===== src/rtl/seq_pkg.sv =====
// Shared definitions for the instruction sequencer and control_unit: states, formats, field positions.
package seq_pkg;

    localparam int unsigned INSTR_W = 16;
    localparam int unsigned CNT_W   = 8;

    // Sequencer states
    typedef enum logic [2:0] {
        IDLE   = 3'd0,
        FETCH  = 3'd1,
        ISSUE  = 3'd2,
        HALTED = 3'd3,
        PAUSE  = 3'd4
    } seq_state_e;

    // Instruction format field values
    localparam logic [1:0] FMT_R    = 2'b00;
    localparam logic [1:0] FMT_I    = 2'b01;
    localparam logic [1:0] FMT_J    = 2'b10;
    localparam logic [1:0] FMT_HALT = 2'b11;

    // Instruction field positions shared with control_unit
    localparam int unsigned FMT_LSB   = 0;
    localparam int unsigned FMT_MSB   = 1;
    localparam int unsigned RD_LSB    = 2;
    localparam int unsigned RD_MSB    = 4;
    localparam int unsigned RS1_LSB   = 5;
    localparam int unsigned RS1_MSB   = 7;
    localparam int unsigned RS2_LSB   = 8;
    localparam int unsigned RS2_MSB   = 10;
    localparam int unsigned IMM_LSB   = 8;
    localparam int unsigned IMM_MSB   = 15;
    localparam int unsigned JADDR_LSB = 2;
    localparam int unsigned JADDR_MSB = 15;

    // True when the word is a HALT marker
    function automatic logic is_halt(input logic [INSTR_W-1:0] word);
        return word[FMT_MSB:FMT_LSB] == FMT_HALT;
    endfunction

endpackage


===== src/rtl/seq_prog_ram.sv =====
// Program RAM: DEPTH x 16, synchronous write, registered read with write-through on address match.
module seq_prog_ram
    import seq_pkg::*;
#(
    parameter int unsigned DEPTH = 16,
    parameter int unsigned AW    = 4
) (
    input  logic               clk,
    input  logic               we,
    input  logic [AW-1:0]      waddr,
    input  logic [INSTR_W-1:0] wdata,
    input  logic               re,
    input  logic [AW-1:0]      raddr,
    output logic [INSTR_W-1:0] rdata
);

    logic [INSTR_W-1:0] mem [DEPTH];

    // Write port
    always_ff @(posedge clk) begin
        if (we) begin
            mem[waddr] <= wdata;
        end
    end

    // Registered read; a same-cycle write to the read address is forwarded so the reader sees new data
    always_ff @(posedge clk) begin
        if (re) begin
            if (we && (waddr == raddr)) begin
                rdata <= wdata;
            end else begin
                rdata <= mem[raddr];
            end
        end
    end

endmodule


===== src/rtl/instruction_sequencer.sv =====
// Instruction sequencer: issues program RAM words to control_unit over the run/done handshake.
// Optional feature macro: SEQ_SINGLE_STEP_EN adds step_mode/step and a PAUSE state after each done.
module instruction_sequencer
    import seq_pkg::*;
#(
    parameter int unsigned DEPTH = 16,
    parameter int unsigned AW    = 4
) (
    input  logic               clk,
    input  logic               reset,
    input  logic               prog_we,
    input  logic [AW-1:0]      prog_addr,
    input  logic [INSTR_W-1:0] prog_data,
    input  logic               start,
    input  logic               done,
`ifdef SEQ_SINGLE_STEP_EN
    input  logic               step_mode,
    input  logic               step,
`endif
    output logic               run,
    output logic [INSTR_W-1:0] instruction,
    output logic [AW-1:0]      pc,
    output logic [CNT_W-1:0]   instr_count,
    output logic               busy,
    output logic               halted
);

    seq_state_e         state;
    seq_state_e         state_nxt;
    logic [AW-1:0]      pc_nxt;
    logic [CNT_W-1:0]   cnt_nxt;
    logic               ram_re;
    logic [INSTR_W-1:0] ram_rdata;
    logic               prog_ok_c;
    logic               run_d;
    logic               busy_d;
    logic               halted_d;
    logic [INSTR_W-1:0] instr_d;

    // Program loading is only accepted while the sequencer is not executing
    assign prog_ok_c = (state == IDLE) || (state == HALTED);

    seq_prog_ram #(
        .DEPTH (DEPTH),
        .AW    (AW)
    ) u_ram (
        .clk   (clk),
        .we    (prog_we & prog_ok_c),
        .waddr (prog_addr),
        .wdata (prog_data),
        .re    (ram_re),
        .raddr (pc_nxt),
        .rdata (ram_rdata)
    );

    // State, pc and completed-instruction counter
    always_ff @(posedge clk) begin
        if (reset) begin
            state       <= IDLE;
            pc          <= '0;
            instr_count <= '0;
        end else begin
            state       <= state_nxt;
            pc          <= pc_nxt;
            instr_count <= cnt_nxt;
        end
    end

    // Next state, next pc and counter; the RAM is read on entry to FETCH so its data is ready there
    always_comb begin
        state_nxt = state;
        pc_nxt    = pc;
        cnt_nxt   = instr_count;
        unique case (state)
            IDLE, HALTED: begin
                if (start) begin
                    state_nxt = FETCH;
                    pc_nxt    = '0;
                    cnt_nxt   = '0;
                end
            end
            FETCH: begin
                state_nxt = is_halt(ram_rdata) ? HALTED : ISSUE;
            end
            ISSUE: begin
                if (done && run) begin
                    cnt_nxt = (instr_count == {CNT_W{1'b1}}) ? instr_count
                                                             : instr_count + CNT_W'(1);
                    if (pc == AW'(DEPTH - 1)) begin
                        state_nxt = HALTED;
                    end else begin
                        pc_nxt = pc + AW'(1);
`ifdef SEQ_SINGLE_STEP_EN
                        state_nxt = step_mode ? PAUSE : FETCH;
`else
                        state_nxt = FETCH;
`endif
                    end
                end
            end
`ifdef SEQ_SINGLE_STEP_EN
            PAUSE: begin
                if (!step_mode || step) begin
                    state_nxt = FETCH;
                end
            end
`endif
            default: begin
                state_nxt = IDLE;
            end
        endcase
        ram_re = (state_nxt == FETCH);
    end

    // Output decode from the next state so the registered outputs line up with the state
    always_comb begin
        run_d    = (state_nxt == ISSUE);
        busy_d   = (state_nxt == FETCH) || (state_nxt == ISSUE) || (state_nxt == PAUSE);
        halted_d = (state_nxt == HALTED);
        instr_d  = instruction;
        if ((state == FETCH) && (state_nxt == ISSUE)) begin
            instr_d = ram_rdata;
        end
    end

    // Output registers
    always_ff @(posedge clk) begin
        if (reset) begin
            run         <= 1'b0;
            busy        <= 1'b0;
            halted      <= 1'b0;
            instruction <= '0;
        end else begin
            run         <= run_d;
            busy        <= busy_d;
            halted      <= halted_d;
            instruction <= instr_d;
        end
    end

endmodule

===== config.mk =====
export PLATFORM = sky130hd
export DESIGN_NAME = instruction_sequencer
export DESIGN_NICKNAME = d
export VERILOG_FILES = /design/src/rtl/seq_pkg.sv /design/src/rtl/seq_prog_ram.sv /design/src/rtl/instruction_sequencer.sv
export SDC_FILE = /design/constraint.sdc
export NUM_CORES = 1
export LEC_CHECK = 0
export BUFFER_PORTS_ARGS = -buffer_cell sky130_fd_sc_hd__buf_2
export CAP_MARGIN = 40
export CELL_PAD_IN_SITES_DETAIL_PLACEMENT = 0
export CELL_PAD_IN_SITES_GLOBAL_PLACEMENT = 1
export CORE_ASPECT_RATIO = 1.1
export CORE_UTILIZATION = 40
export CTS_CLUSTER_SIZE = 10
export DETAILED_ROUTE_END_ITERATION = 8
export HOLD_SLACK_MARGIN = 0.15
export PLACE_DENSITY_LB_ADDON = 0.1
export SLEW_MARGIN = 0
export SYNTH_ARGS = -nofsm -noshare
export SYNTH_HDL_FRONTEND = slang
export SYNTH_HIERARCHICAL = 1
export SYNTH_SLANG_ARGS = --single-unit
export TNS_END_PERCENT = 20

===== constraint.sdc =====
create_clock -name clk -period 6.1 [get_ports clk]
set_input_delay 0.915 -clock clk [delete_from_list [all_inputs] [get_ports clk]]
set_output_delay 0.915 -clock clk [all_outputs]
set_load 0.02 [all_outputs]

## Word-level counts from Yosys, hierarchy flattened

Memory sizes are Yosys's and may differ from the RTL's. A register that Yosys moved wholly into a read port is not among the register bits.
Cells that the tools add are included.

- Register bits: 34
- Memories: 1
- Word-level logic and storage cells: 48
- Output and inout port bits: 31
- Memory bits (writable): 256

- Multiplexer cells: 15
- Reduce and logical (&&, ||, !) cells: 9
- Add/sub/neg operators: 2
- Equality and inequality tests: 13
- Bitwise gates (word level): 1

Memory list:

| name | words | bits a word | rd ports | clocked after memory_dff | wr ports | RTL line | text |
|---|---|---|---|---|---|---|---|
| u_ram.mem | 16 | 16 | 1 | 1 | 1 | seq_prog_ram.sv:17 | `logic [INSTR_W-1:0] mem [DEPTH];` |

Operators with widths:

| cell | number |
|---|---|
| 8-bit two-way mux | 3 |
| 8-bit case mux with 2 select lines | 1 |
| 3-bit by 2-bit equality test with 1-bit output (second input constant) | 4 |
| 4-bit two-way mux | 3 |
| 3-bit case mux with 3 select lines | 1 |
| 8-bit by 1-bit adder with 8-bit output (second input constant) | 1 |
| 8-bit equality test (second input constant) | 1 |
| 4-bit case mux with 2 select lines | 1 |
| 3-bit by 1-bit equality test with 1-bit output (second input constant) | 2 |
| 3-bit two-way mux | 2 |
| 2-bit != test (second input constant) | 3 |
| 4-bit by 1-bit adder with 4-bit output (second input constant) | 1 |
| 4-bit equality test (second input constant) | 1 |
| 4-bit AND reduction | 1 |
| 3-bit equality test (second input constant) | 1 |
| 3-bit zero test | 1 |
| 1-bit logical OR | 3 |
| 1-bit two-way mux | 3 |
| 2-bit equality test (second input constant) | 1 |
| 1-bit logical AND | 2 |
| 2-bit two-way mux | 1 |
| 2-bit nonzero test | 1 |
| 2-bit OR reduction | 1 |
| 1-bit bitwise AND | 1 |

## Longest topological paths before layout

- Word-level depth: 7
- Mapped depth: 12
- Mapped depth without buffers: 10

## By module

The synthesis kept the hierarchy.

Modules (own cells, without submodules):

| module | cells an instance | area an instance (um2) | times used |
|---|---|---|---|
| seq_prog_ram | 452 | 10586.4 | 1 |
| instruction_sequencer | 179 | 1500.2 | 1 |

## Worst setup path after synthesis

Ideal clock, no wire load.

- Kind: input to register
- Start point: input port done
- End point: register u_ram.rdata[10] (read register of u_ram.mem) (data pin)
- Setup time: 260 ps
- Data arrival time: 3203 ps
- Setup slack: 2637 ps
- Cell stages on the path: 10
- Required time: 5840 ps
- Path through: nand2_1 -> o21a_1 -> or3_1 -> inv_2 -> a21oi_1 -> buf_6 -> xor2_1 -> nor4_4 -> buf_4 -> mux2_2

- Word-level cells in the longest chain between the ends: 4
- Elaborated cells between the ends (all ways): 6

Ends and longest elaborated chain:

| what | RTL line | text |
|---|---|---|
| start: declaration | instruction_sequencer.sv:15 | `input logic done,` |
| 1-bit logical AND | instruction_sequencer.sv:86 | `if (done && run) begin` |
| 3-bit two-way mux | instruction_sequencer.sv:86 |  |
| 3-bit case mux with 3 select lines | instruction_sequencer.sv:74 | `unique case (state)` |
| 3-bit by 1-bit equality test with 1-bit output | instruction_sequencer.sv:112 | `ram_re = (state_nxt == FETCH);` |
| via ram_re | instruction_sequencer.sv:32 | `logic ram_re;` |
| end: declaration | seq_prog_ram.sv:14 | `output logic [INSTR_W-1:0] rdata` |

The timed path passes the listed nets, and every way through them passes these cells.
A chain may end at the register's enable or synchronous reset.

## Worst setup path after layout

- Start point: register pc[0]
- End point: register u_ram.rdata[15] (read register of u_ram.mem) (data pin)

- Word-level cells in the longest chain between the ends: 5
- Elaborated cells between the ends (all ways): 10

Ends and longest elaborated chain:

| what | RTL line | text |
|---|---|---|
| start: declaration | instruction_sequencer.sv:22 | `output logic [AW-1:0] pc,` |
| start signal: assignment | instruction_sequencer.sv:64 | `pc <= pc_nxt;` |
| 4-bit equality test | instruction_sequencer.sv:89 | `if (pc == AW'(DEPTH - 1)) begin` |
| 2-bit two-way mux | instruction_sequencer.sv:89 |  |
| 3-bit two-way mux | instruction_sequencer.sv:86 |  |
| 3-bit case mux with 3 select lines | instruction_sequencer.sv:74 |  |
| 3-bit by 1-bit equality test with 1-bit output | instruction_sequencer.sv:112 |  |
| via ram_re | instruction_sequencer.sv:32 |  |

The timed path passes the listed nets, and every way through them passes these cells.

==> metrics.md <==
| Metric | Value |
|---|---|
| Met2 Usage GRT | between 30% and 40% |
| Post-synthesis cell count | 631 |
| Antenna diodes | 0 |
| Worst hold slack | around 0.45 ns |
| CTS tree | yes |
| CP Class | flop to flop |
| Layer with the highest usage | met2 |
| Final hold vios | 0 |
| Largest net degree at the start of global routing | about 50 |
| Max-slew violation count | 0 |
| Top Ports | 56 |
| Layout area overhead | 15.5% |
| Internal power | around 3.5 mW |
| Die Ht | 184 um |
| CP bufs+invs | 3 |
| Yosys reg bits | around 300 |
| IO Port Bufs | between 50 and 60 |
| Sw power | ~860 uW |
| Initial antenna violation count | 0 |
| Core box area | between 20,000 and 30,000 um^2 |
| Gr usage total | ~18% |
| Crit path arrival time | around 4.0 ns |
| Achievable clock frequency | roughly 260 MHz |
| Placed inst area | about 13,000 um^2 |
| Most numerous cell in the Yosys netlist | edfxtp_1 |
| First-pass GRT wire length | ~41,000 um |
| DIE AREA | slightly above 30,000 um^2 |
| Die width | 168 um |
| Worst Skew | about 0.018 ns |
| Max IR drop VDD | 0.186 mV |
| Power Dens Cells | slightly above 300 nW/um^2 |
| Vias per Instance | ~5.5 |
| Critical path cell sequence | ha_1, and3_1, o21a_1, or3_1, inv_2, a21oi_4, buf_12, xor2_1, nor4_4, buf_4, mux2_2 |
| Layout cells sized above 1 | roughly 31% |
| Critical path's largest stage delay | between 0.4 and 0.5 ns |
| GRT overflow | 0 |
| Final wirelength | ~27,000 um |
| Clock share of power | ~45% |
| Period utilization | between 60 and 70% |
| WP data required | 6.35 ns |
| DR vias | 6,098 |
| DRC | 0 |
| DR WL/cell | approximately 24 um |
| 1st-iter DRT viols | about 400 |
| RSZ-0062 raised after global routing | no |
| CTS Sinks | roughly 310 |
| Setup bufs post-CTS | 0 |
| TNS Setup | 0 ns |
| Final instance area | around 14,000 um^2 |
| Met1 Use GR | a little under a quarter |
| Post-synth EDFFs | around 270 |
| Relative slew slack | 42.7% |
| Async SR Flop Fraction | 0% |
| Final HPWL DP | roughly 16,000 um |
| CP Capture Type | flop |
| Ys flop type | edfxtp_1 |
| Status | completed |
| TritonCTS buffer count | 37 |
| Top cells by area, synth | edfxtp_1 (68%), mux4_2 (12%), dfxtp_1 (5.6%), mux2i_1 (4.1%), mux2_2 (1.5%) |
| Placement row count | between 60 and 70 |
| Min Clock Period, post-route | between 3 and 4 ns |
| Root Buffer | clkbuf_16 |
| Post-synth top area share | between 60 and 70% |
| Syn nets | 658 |
| DP Worst Slack | 1.86 ns |
| Yosys warning total | 6 |
| Post-DRT Antenna Nets | 0 |
| Insertion delay to the later sink of the worst-skew pair | approximately 0.52 ns |
| Critical Path Fanout Max | 42 |
| Actual transition at the worst max-transition pin | roughly 0.86 ns |
| CP top delay family | buffers and inverters |
| Finished Core Util | approximately 47% |
| Setup violators final | 0 |
| P_leak | between 4 and 5 nW |
| Hold buffers post-CTS | 0 |
| Setup ws final | between 2 and 2.5 ns |
| H-tree lvl count | 2 |
| Synthesized cell area | between 10,000 and 15,000 um^2 |
| Gp weighted congestion | about 0.71 |
| Post-synth top area cell | edfxtp_1 |
| Post-synth top cells | edfxtp_1 (272), mux4_2 (64), mux2i_1 (49) |
| CTS resizes | 0 |
| Final #Nets | between 700 and 800 |
| HP Class | flop to flop |
| First drt pass iteration count | 4 |
| CP max stage cell | inv_2 |
| Clock transition at path regs | roughly 0.050 ns |
| Reg power frac | between 50 and 60% |
| Register area share after synthesis | around 73% |
| Clk buf depth | 3 |
| Initial Util | approximately two fifths |
| Met3 GRT Util | slightly below 3% |
| Vias in the first global route | between 6,000 and 7,000 |
| Comb power frac | 1.9% |
| Nature of the critical path startpoint | flop |
| Max-cap violations | 0 |
| Sw Ratio | roughly a fifth |
| Synth Area per Inst | 19.2 um^2 |
| Post-synth cell types | 50 |
[metrics by stage]
stage / instances / total power, mW
after floorplan: 631 / 2.38
after global placement: 1050 / 2.43
after detailed placement: 1054 / 2.43
after CTS: 1108 / 4.37
after global routing: 1108 / 4.46
final: 1108 / 4.31
[layout by cell type, fill, tap and decap left out, types with 2 or more instances in the layout]
master	n
nor3_2	4
a21oi_1	24
o31ai_1	4
nor2_2	12
buf_4	25
dfxtp_1	34
and3_1	4
nand3_1	8
or3_1	2
edfxtp_1	272
xor2_1	3
nor3b_2	2
clkbuf_16	38
nand4_1	3
xnor2_1	3
buf_2	55
a211oi_1	3
nand2_1	41
clkbuf_1	12
mux2i_1	49
nor2_1	6
nand3b_1	3
nor3_1	3
or4_1	3
ha_1	2
inv_6	2
nand2b_1	5
nor2b_1	2
inv_1	4
mux4_2	64
mux2_2	16
[power by group through the flow]
stage / logic (mW) / registers, mW / clock network (mW)
final: 0.0804 / 2.31 / 1.93
after floorplan: 0.0310 / 2.35 / 0
after CTS: 0.0826 / 2.31 / 1.98
after global routing: 0.0886 / 2.31 / 2.06
after global placement: 0.0779 / 2.35 / 0
after detailed placement: 0.0826 / 2.35 / 0
[worst register-to-register path, delay by kind of cell (launching register included)]
kind	cells	cell delay, ns
DFF	1	0.39
AOI/OAI and AO/OA	2	0.35
adders and majority gates	1	0.26
buffers and inverters	3	1.07
xor gates and xnor gates	1	0.25
muxes	1	0.42
and+or+nand+nor	3	0.78
[sequential cells by signal (all words and copies together) (netlist names)]
signal,cells
instruction,16
run,1
u_ram/mem,256
state,3
pc,4
instr_count,8
halted,1
u_ram/rdata,16
busy,1
[cells by family (layout without fill, tap and decap cells)]
logic type / count (synthesis) / after routing / synth area share, %
buffers and inverters: 37 / 140 / 1.75
DFF: 306 / 306 / 73.2
muxes: 129 / 129 / 17.5
and+or+nand+nor: 104 / 104 / 4.42
other: 1 / 1 / 0.0310
AOI/OAI and AO/OA: 46 / 46 / 2.47
adders and majority gates: 2 / 2 / 0.207
xor gates and xnor gates: 6 / 6 / 0.435
[worst paths after layout]
kind,start,to,slack [ns],depth (start not counted)
setup / recovery,pc[0]$_SDFF_PP0_,u_ram/rdata[15]$_DFFE_PP_,2.31,11
hold / removal,instruction[12]$_SDFFE_PP0P_,instruction[12]$_SDFFE_PP0P_,0.45,2
setup reg to reg,pc[0]$_SDFF_PP0_,u_ram/rdata[15]$_DFFE_PP_,2.31,11
hold reg to reg,instruction[12]$_SDFFE_PP0P_,instruction[12]$_SDFFE_PP0P_,0.45,2
[layout make-up]
cell class                 count  area, um^2
tap                          374         468
sequential                   306        8850
fill                        2499       15700
inverter                       5        18.8
clock inverter                 4        51.3
multi-input combinational    288        3100
timing repair buffer          81         483
clock buffer                  50         996
[metal layers]
layer	vias up	share of wire, %
li1	2701	-
met1	3226	43
met2	141	52
met3	30	3.5
met4	0	1.6
met5	-	0
Power figures use the tool's default switching activity.
